[src/rtl/an_dec_decoder.sv]
// an_dec_decoder: sequential AN-code decoder (restoring divider + residue scan).
// Define AN_DEC_DEC_EN to add the double-error scan states (DEC_O / DEC_I).
module an_dec_decoder #(
    parameter int A      = 1939,
    parameter int W_BITS = 20,
    parameter int A_BITS = 11,
    parameter int N_BITS = 9,
    parameter int L_BITS = 5
) (
    input  logic                   clk,
    input  logic                   rst_n,
    input  logic                   in_valid,
    output logic                   in_ready,
    input  logic [W_BITS-1:0]      in_word,
    output logic                   out_valid,
    input  logic                   out_ready,
    output logic [N_BITS-1:0]      out_data,
    output logic [1:0]             out_status,
    output logic signed [L_BITS:0] out_err1,
    output logic signed [L_BITS:0] out_err2
);
    localparam int CW = W_BITS + 2;
    localparam int IW = $clog2(W_BITS + 1);
    localparam logic [A_BITS-1:0] A_R = A_BITS'(A);
    localparam logic [IW-1:0] LAST = IW'(W_BITS - 1);

    typedef enum logic [2:0] {IDLE, DIV, CHK, SEC, DEC_O, DEC_I, FIX, OUT} state_t;
    state_t state;

    logic signed [W_BITS:0] word;
    logic signed [CW-1:0]   fixed, wext, pow_i;
    logic [W_BITS-1:0]      dividend;
    logic [A_BITS-1:0]      rem, rem_next, p;
    logic [A_BITS:0]        trial;
    logic                   q_bit, sec_pos, sec_neg, div_init, redo;
    logic [N_BITS-1:0]      quo, q_orig;
    logic [IW-1:0]          cnt, i;
    logic [1:0]             status_pend;
    logic signed [L_BITS:0] err1_pend, err2_pend;

    function automatic logic [A_BITS-1:0] dbl_mod(input logic [A_BITS-1:0] x);
        logic [A_BITS:0] d;
        d = {x, 1'b0};
        if (d >= {1'b0, A_R}) d = d - {1'b0, A_R};
        return d[A_BITS-1:0];
    endfunction

    // Position encoding: +/-(k+1), sign chosen by neg.
    function automatic logic signed [L_BITS:0] pos(input logic [IW-1:0] k, input logic neg);
        logic signed [L_BITS:0] v;
        v = $signed((L_BITS+1)'(k) + (L_BITS+1)'(1));
        return neg ? -v : v;
    endfunction

    always_comb begin
        trial    = {rem, dividend[W_BITS-1]};
        q_bit    = (trial >= {1'b0, A_R});
        rem_next = q_bit ? A_BITS'(trial - {1'b0, A_R}) : A_BITS'(trial);
    end

    assign wext     = {word[W_BITS], word};
    assign pow_i    = CW'(1) << i;
    assign sec_pos  = (rem == p);
    assign sec_neg  = (rem == A_R - p);
    assign in_ready = (state == IDLE);

`ifdef AN_DEC_DEC_EN
    logic [IW-1:0]          j;
    logic [A_BITS-1:0]      q, r1;
    logic                   s1_neg, dec_pos, dec_neg;
    logic signed [A_BITS:0] r1_raw;
    logic signed [CW-1:0]   pow_j, term_i, term_j;

    // R - s1*p folded into [0, A); s1 = -1 uses R - (A - p) to stay in range.
    always_comb begin
        r1_raw = $signed({1'b0, rem}) - $signed({1'b0, s1_neg ? A_R - p : p});
        if (r1_raw < 0) r1_raw = r1_raw + $signed({1'b0, A_R});
    end

    assign dec_pos = (r1 == q);
    assign dec_neg = (r1 == A_R - q);
    assign pow_j   = CW'(1) << j;
    assign term_i  = s1_neg ? -pow_i : pow_i;
    assign term_j  = dec_pos ? pow_j : -pow_j;
`endif

    always_ff @(posedge clk or negedge rst_n) begin
        if (!rst_n) begin
            state       <= IDLE;
            out_valid   <= 1'b0;
            out_data    <= '0;
            out_status  <= '0;
            out_err1    <= '0;
            out_err2    <= '0;
            word        <= '0;
            fixed       <= '0;
            dividend    <= '0;
            rem         <= '0;
            quo         <= '0;
            q_orig      <= '0;
            cnt         <= '0;
            i           <= '0;
            p           <= '0;
            div_init    <= 1'b0;
            redo        <= 1'b0;
            status_pend <= '0;
            err1_pend   <= '0;
            err2_pend   <= '0;
`ifdef AN_DEC_DEC_EN
            j           <= '0;
            q           <= '0;
            r1          <= '0;
            s1_neg      <= 1'b0;
`endif
        end else begin
            case (state)
                IDLE: if (in_valid) begin
                    word     <= $signed({1'b0, in_word});
                    div_init <= 1'b1;
                    redo     <= 1'b0;
                    state    <= DIV;
                end
                DIV: begin
                    if (div_init) begin
                        dividend <= word[W_BITS-1:0];
                        rem      <= '0;
                        cnt      <= '0;
                        div_init <= 1'b0;
                    end else begin
                        dividend <= {dividend[W_BITS-2:0], 1'b0};
                        quo      <= {quo[N_BITS-2:0], q_bit};
                        rem      <= rem_next;
                        cnt      <= cnt + IW'(1);
                        if (cnt == LAST) state <= CHK;
                    end
                end
                CHK: begin
                    if (rem == '0) begin
                        out_data   <= quo;
                        out_status <= redo ? status_pend : 2'b00;
                        out_err1   <= redo ? err1_pend : '0;
                        out_err2   <= redo ? err2_pend : '0;
                        out_valid  <= 1'b1;
                        state      <= OUT;
                    end else if (!redo) begin
                        q_orig <= quo;
                        i      <= '0;
                        p      <= A_BITS'(1);
                        state  <= SEC;
                    end else begin
                        out_data   <= q_orig;
                        out_status <= 2'b11;
                        out_err1   <= '0;
                        out_err2   <= '0;
                        out_valid  <= 1'b1;
                        state      <= OUT;
                    end
                end
                SEC: begin
                    if (sec_pos || sec_neg) begin
                        err1_pend   <= pos(i, !sec_pos);
                        err2_pend   <= '0;
                        status_pend <= 2'b01;
                        fixed       <= sec_pos ? wext - pow_i : wext + pow_i;
                        state       <= FIX;
                    end else if (i == LAST) begin
`ifdef AN_DEC_DEC_EN
                        i      <= '0;
                        p      <= A_BITS'(1);
                        s1_neg <= 1'b0;
                        state  <= DEC_O;
`else
                        out_data   <= q_orig;
                        out_status <= 2'b11;
                        out_err1   <= '0;
                        out_err2   <= '0;
                        out_valid  <= 1'b1;
                        state      <= OUT;
`endif
                    end else begin
                        i <= i + IW'(1);
                        p <= dbl_mod(p);
                    end
                end
`ifdef AN_DEC_DEC_EN
                DEC_O: begin
                    if (i == LAST) begin
                        out_data   <= q_orig;
                        out_status <= 2'b11;
                        out_err1   <= '0;
                        out_err2   <= '0;
                        out_valid  <= 1'b1;
                        state      <= OUT;
                    end else begin
                        r1    <= r1_raw[A_BITS-1:0];
                        q     <= dbl_mod(p);
                        j     <= i + IW'(1);
                        state <= DEC_I;
                    end
                end
                DEC_I: begin
                    if (dec_pos || dec_neg) begin
                        err1_pend   <= pos(i, s1_neg);
                        err2_pend   <= pos(j, !dec_pos);
                        status_pend <= 2'b10;
                        fixed       <= wext - term_i - term_j;
                        state       <= FIX;
                    end else if (j == LAST) begin
                        if (!s1_neg) begin
                            s1_neg <= 1'b1;
                        end else begin
                            s1_neg <= 1'b0;
                            i      <= i + IW'(1);
                            p      <= dbl_mod(p);
                        end
                        state <= DEC_O;
                    end else begin
                        j <= j + IW'(1);
                        q <= dbl_mod(q);
                    end
                end
`endif
                // Corrected words outside [0, 2^W_BITS) never reach the divider.
                FIX: begin
                    if (fixed[CW-1:W_BITS] != '0) begin
                        out_data   <= q_orig;
                        out_status <= 2'b11;
                        out_err1   <= '0;
                        out_err2   <= '0;
                        out_valid  <= 1'b1;
                        state      <= OUT;
                    end else begin
                        dividend <= fixed[W_BITS-1:0];
                        rem      <= '0;
                        cnt      <= '0;
                        div_init <= 1'b0;
                        redo     <= 1'b1;
                        state    <= DIV;
                    end
                end
                OUT: if (out_ready) begin
                    out_valid <= 1'b0;
                    state     <= IDLE;
                end
                default: state <= IDLE;
            endcase
        end
    end
endmodule

[config.mk]
export PLATFORM = sky130hd
export DESIGN_NAME = an_dec_decoder
export DESIGN_NICKNAME = d
export VERILOG_FILES = /design/src/rtl/an_dec_decoder.sv
export SDC_FILE = /design/constraint.sdc
export NUM_CORES = 1
export LEC_CHECK = 0
export BUFFER_PORTS_ARGS = -buffer_cell sky130_fd_sc_hd__buf_2
export CAP_MARGIN = 20
export CORE_AREA = 2 2 127 129
export CTS_CLUSTER_SIZE = 30
export DETAILED_ROUTE_END_ITERATION = 8
export DIE_AREA = 0 0 129 131
export GPL_TIMING_DRIVEN = 0
export PLACE_DENSITY = 0.77
export REMOVE_ABC_BUFFERS = 1
export SYNTH_ARGS = -nofsm -noshare
export SYNTH_HDL_FRONTEND = slang
export SYNTH_SLANG_ARGS = --single-unit
[constraint.sdc]
create_clock -name clk -period 10.4 [get_ports clk]
set_input_delay 3.12 -clock clk [delete_from_list [all_inputs] [get_ports clk]]
set_output_delay 3.12 -clock clk [all_outputs]
set_load 0.01 [all_outputs]
# After elaboration in Yosys (flattened, before gate mapping)
# Cells that the tools add are included.
[totals]
register_bits = 148
out_inout_bits = 25
wordCells = 145
[classes]
n_addsub = 9
order_cmp = 2
n_eq_ne = 22
n_shift = 1
muxes = 68
bitwise = 3
reduce_logical = 21
[op_table]
columns = ["op", "count"]
rows = [
  ["2-to-1 mux 11 bit", 8],
  ["2-to-1 mux 6 bit", 8],
  ["2-to-1 mux 9 bit", 5],
  ["one-hot mux 11 bit (2 select lines)", 2],
  ["2-to-1 mux 20 bit", 2],
  ["one-hot mux 20 bit (2 select lines)", 1],
  ["one-hot mux 6 bit (3 select lines)", 2],
  ["2-to-1 mux 5 bit", 6],
  ["2-to-1 mux 3 bit", 9],
  ["one-hot mux 9 bit (3 select lines)", 1],
  ["greater-or-equal comparator 12 x 11 -> 1 bit (second input constant)", 2],
  ["adder 21 x 22 -> 22 bit", 1],
  ["equality test 11 bit", 2],
  ["2-to-1 mux 22 bit", 1],
  ["inequality test 2 bit (second input constant)", 11],
  ["left shift 1 x 5 -> 22 bit (first input constant)", 1],
  ["subtractor 11 bit (second input constant)", 2],
  ["subtractor 21 x 22 -> 22 bit", 1],
  ["one-hot mux 5 bit (2 select lines)", 2],
  ["one-hot mux 3 bit (6 select lines)", 1],
  ["AND reduction 5 bit", 3],
  ["zero test 11 bit", 1],
  ["2-to-1 mux 1 bit", 11],
  ["subtractor 11 bit (first input constant)", 1],
  ["other kinds (22)", 42],
]

# Longest topological paths before layout
[logic_depth]
ltp_word = 5
depth_mapped = 21

# Worst setup path after synthesis
# Ideal clock, no wire load.
[synth_path]
kind = "register to register"
startpoint = "register i[1]"
endpoint = "register fixed[21]"
setup_time_ns = 0.125
arrival_time_ns = 4.340
t_required_ns = 10.275
setup_slack_ns = 5.935
path_stages_with_launch = 22
n_path_buf = 2
synth_period_minus_slack_ns = 4.465
path_cell_list = "dfrtp_1 -> inv_1 -> ha_1 -> clkbuf_1 -> and3_1 -> inv_1 -> ha_1 -> clkbuf_1 -> and3_1 -> a21oi_1 -> a2111oi_0 -> o21ai_0 -> a211oi_1 -> a21oi_1 -> ha_1 -> nand3_1 -> or2_2 -> a2111o_1 -> a41oi_1 -> nand3_1 -> xor2_1 -> mux2_4"
[synth_via]
elab_chain_len = 3
word_cells_on_any_way = 4
[synth_rtl]
columns = ["element", "line_no", "rtl"]
rows = [
  ["start: declaration", "37", "logic [IW-1:0] cnt, i;"],
  ["start signal: assignment", "181", "i <= i + IW'(1);"],
  ["left shift 1 x 5 -> 22 bit (*)", "62", "assign pow_i = CW'(1) << i;"],
  ["adder 21 x 22 -> 22 bit / subtractor 21 x 22 -> 22 bit (equally long branches)", "164", "fixed <= sec_pos ? wext - pow_i : wext + pow_i;"],
  ["2-to-1 mux 22 bit (*)", "164", ""],
  ["end signal: assignment", "164", ""],
  ["end: declaration", "31", "logic signed [CW-1:0] fixed, wext, pow_i;"],
]
# Mark *: on every way between the ends. The rest lies on a longest branch, timed or not.
# A chain may end at the register's enable or synchronous reset.

# Worst setup path in the final report
[layout_path]
startpoint = "register i[2]"
endpoint = "register fixed[21]"
# The elaborated chain is that of the path after synthesis.

==> results by group <==
Setup path
  • Top Family by Delay on Critical Path: compound AO/OA/AOI/OAI gates
  • Worst path arrival time: 6.10 ns
  • Type of element capturing the critical path: flip-flop
  • Crit Path Class: reg2reg
  • Worst reg2reg path endpoint: fixed[21]
  • Slowest cell on the critical path: sky130_fd_sc_hd__a2111oi_0
  • R2r setup slk: ~4.6 ns
  • Startpoint kind of the worst setup timing path: flip-flop
  • Critical path fanouts, max: 18
  • Launching point of the worst reg2reg path: i[2]
  • Data required time at the worst endpoint: 10.72 ns
  • CP Cell Sequence: clkinv_1 -> ha_1 -> nor3_1 -> and3_1 -> a21oi_1 -> a2111oi_0 -> o21ai_0 -> a211oi_1 -> a21oi_1 -> ha_1 -> a21o_1 -> and4_1 -> a2111oi_0 -> a41oi_1 -> nand3_1 -> xor2_1 -> mux2_4
  • Register-to-Register Path Depth: 17
  • Combined buffer and inverter count along the critical path: 1
  • Max stage delay on crit path: ~0.85 ns

Yosys
  • Library cells used by synthesis: 82
  • Syn Std Cell Area: 9131 um^2
  • Flop and latch count out of synthesis: roughly 140
  • Async set-reset flop share out of synthesis: 1.000
  • Synth Warn #: 0
  • Synthesized instance count: 968
  • Dominant register cell in the synthesized netlist: sky130_fd_sc_hd__dfrtp_1
  • Sequential area share after synthesis: 0.3891
  • Avg Inst Size Synth: 9.433 um^2
  • Post-synth EDFFs: 0

Detailed routing
  • Per-cell via count in the routed design: 5.835
  • Vias after detailed routing: 7020
  • Detailed-route wire length: 19820 um
  • Post-detailed-route count of antenna-violating nets: 0
  • Number of DRC violations after detailed-routing iteration 0: 540
  • Routed wire length per instance: 16.48 um
  • Number of DRC violations after detailed routing: 0
  • Pre-antenna DRT Iters: 5

CTS
  • Clock tree from TritonCTS: yes
  • Level count of the clock H-tree: 4
  • Number of buffers inserted by post-CTS setup repair: 0
  • Post-CTS Hold Buffers: 0
  • Clk slew on worst S/H paths: about 0.070 ns
  • CTS max path bufs: 2
  • Post-cts sizing count: 0
  • CTS Root Cell: sky130_fd_sc_hd__clkbuf_16
  • Later-pin clock latency in the skew report: 0.43 ns
  • TritonCTS sink count: between 100 and 150
  • CTS Buf Count: 17

Finish
  • Fraction of layout cells with a size suffix above 1: 0.1692
  • Final standard cell count with taps included and fillers excluded: 1203
  • Area delta synth->final: 10.06%
  • Total inserted antenna cells: 0
  • Final net count: 1033
  • Most frequent standard cell in the layout excluding fill and tap cells: sky130_fd_sc_hd__dfrtp_1
  • Filler cell count: 1255
  • Most frequent cells in the layout: sky130_fd_sc_hd__dfrtp_1 (142), sky130_fd_sc_hd__nand2_1 (113), sky130_fd_sc_hd__a21oi_1 (74)

Placed design
  • Detailed placer's ending HPWL: 13860 um
  • IO Port Bufs: 42
  • Final weighted congestion of routability-driven global placement: 0.9260
  • Number of placed instances with taps included: roughly 1200

Global routing
  • Leftover overflow at the end of global routing: 0
  • Pin count of the biggest net entering global routing: 75
  • Antenna violations before repair: 0
  • Global-route total usage across every layer: 0.2481
  • Global-route wire length before repair: 33230 um
  • Via count of the first global-routing pass: 6836

Floorplanning
  • Area of the core: 15600 um^2
  • Initial core utilization: 0.5854
  • Full die area: 16900 um^2
  • Die Span X: 129 um
  • DIE HEIGHT: 131 um
  • Number of placed I/O pins: 49
  • Number of placement rows: 46

STA
  • RSZ-0062 raised after global routing: false
  • Hold Slack: 0.4734 ns
  • Least-Margin Pin Slew: 0.9673 ns
  • Max-slew violations: 0
  • Maximum clock frequency: 172.9 MHz
  • Count of final hold-check violations: 0
  • Post-Route Skew: 0.01062 ns
  • Minimum clock period after layout: roughly 5.8 ns
  • Sum Neg Setup Slack: 0 ns
  • Ratio of final minimum period to clock period: 0.5561
  • Setup violators final: 0
  • Headroom to the max-slew limit: 0.3385

Hold path
  • Min-Delay Startpoint: status_pend[0]
  • Hold-critical path depth: 1
  • Type of the tightest min-delay check: reg2reg
  • End point of the most critical hold path: status_pend[0]

Job
  • Max-cap check violation count: 0

Run status
  • Outcome: finished clean
worst max path at each step:
stage,start,end,slack (ns),depth (start not counted)
6_report,i[2],fixed[21],4.62,17
4_1_cts,i[2],fixed[19],4.74,16
3_5_place_dp,i[2],fixed[19],4.80,16
3_3_place_gp,rst_n,dividend[11],4.20,1
2_1_floorplan,i[2],fixed[21],5.94,16
5_1_grt,i[2],fixed[21],4.11,16
flip-flops by register name, indices dropped and copies added, names as in the netlist:
register and count:
cnt 5, div_init 1, dividend 20, err1_pend 6
fixed 22, i 5, out_data 9, out_err1 6
out_status 2, out_valid 1, p 11, q_orig 9
quo 9, redo 1, rem 11, state 3
status_pend 1, word 20
metrics by stage:
step                        util  setup slack (ns)  instance area (um^2)
after floorplan                -             5.941                  8793
after global placement    0.5946             4.197                  9274
after detailed placement  0.6041             4.798                  9423
after CTS                 0.6425             4.735                 10020
after global routing      0.6443             4.108                 10050
final                     0.6443             4.616                 10050
cell families (layout without fill, tap and decap cells):
logic type | Yosys count | in the layout | share of synthesized area
other cells | 1 | 6 | 0.0004107
compound gates | 223 | 223 | 0.1537
buf+inv | 97 | 111 | 0.05138
simple gates | 300 | 300 | 0.1546
mux | 107 | 107 | 0.1407
fa+ha+maj | 35 | 35 | 0.04878
flops | 142 | 142 | 0.3891
xor+xnor | 63 | 63 | 0.06125
per-layer routing:
layer	vias up	share of wire	global-route usage
met2	154	0.49	0.4245
met4	0	0.015	0.08504
met1	3444	0.47	0.3204
met5	-	0	0
li1	3394	-	-
met3	28	0.034	0.04357
cell type report:
class / instances / area [um^2] / share of cell area
inverter: 30 / 112.6 / 0.01121
timing repair buffer: 49 / 385.4 / 0.03835
clock inverter: 13 / 156.4 / 0.01556
tap: 216 / 270.3 / 0.02689
multi-input combinational: 734 / 5129 / 0.5103
sequential: 142 / 3553 / 0.3536
clock buffer: 19 / 442.9 / 0.04407
synth_stat cells, drive strengths merged (3+ instances only):
cell type | instances | share of area
o31ai | 6 | 0.0055
a21oi | 77 | 0.045
nand2 | 113 | 0.046
ha | 34 | 0.047
and4 | 3 | 0.0032
o21a | 9 | 0.0074
xnor2 | 33 | 0.032
and2 | 8 | 0.0060
buf | 31 | 0.024
o21bai | 3 | 0.0037
nor2 | 73 | 0.030
mux2 | 81 | 0.11
or2 | 4 | 0.0027
o22ai | 7 | 0.0048
dfrtp | 142 | 0.39
and3 | 15 | 0.010
nor4 | 5 | 0.0034
o21ai | 66 | 0.036
o211ai | 3 | 0.0025
nor3 | 24 | 0.013
clkbuf | 36 | 0.015
xor2 | 30 | 0.030
nor2b | 13 | 0.0089
inv | 29 | 0.012
o41ai | 3 | 0.0029
nand3 | 16 | 0.0093
mux2i | 26 | 0.029
a211oi | 6 | 0.0049
a31oi | 7 | 0.0048
a21o | 7 | 0.0058
or3 | 5 | 0.0034
nand2b | 6 | 0.0041
nand3b | 3 | 0.0025
nand4 | 4 | 0.0027
Power is not shown: default switching activity piles up to over one toggle a cycle in this logic, so the estimate is an artifact.
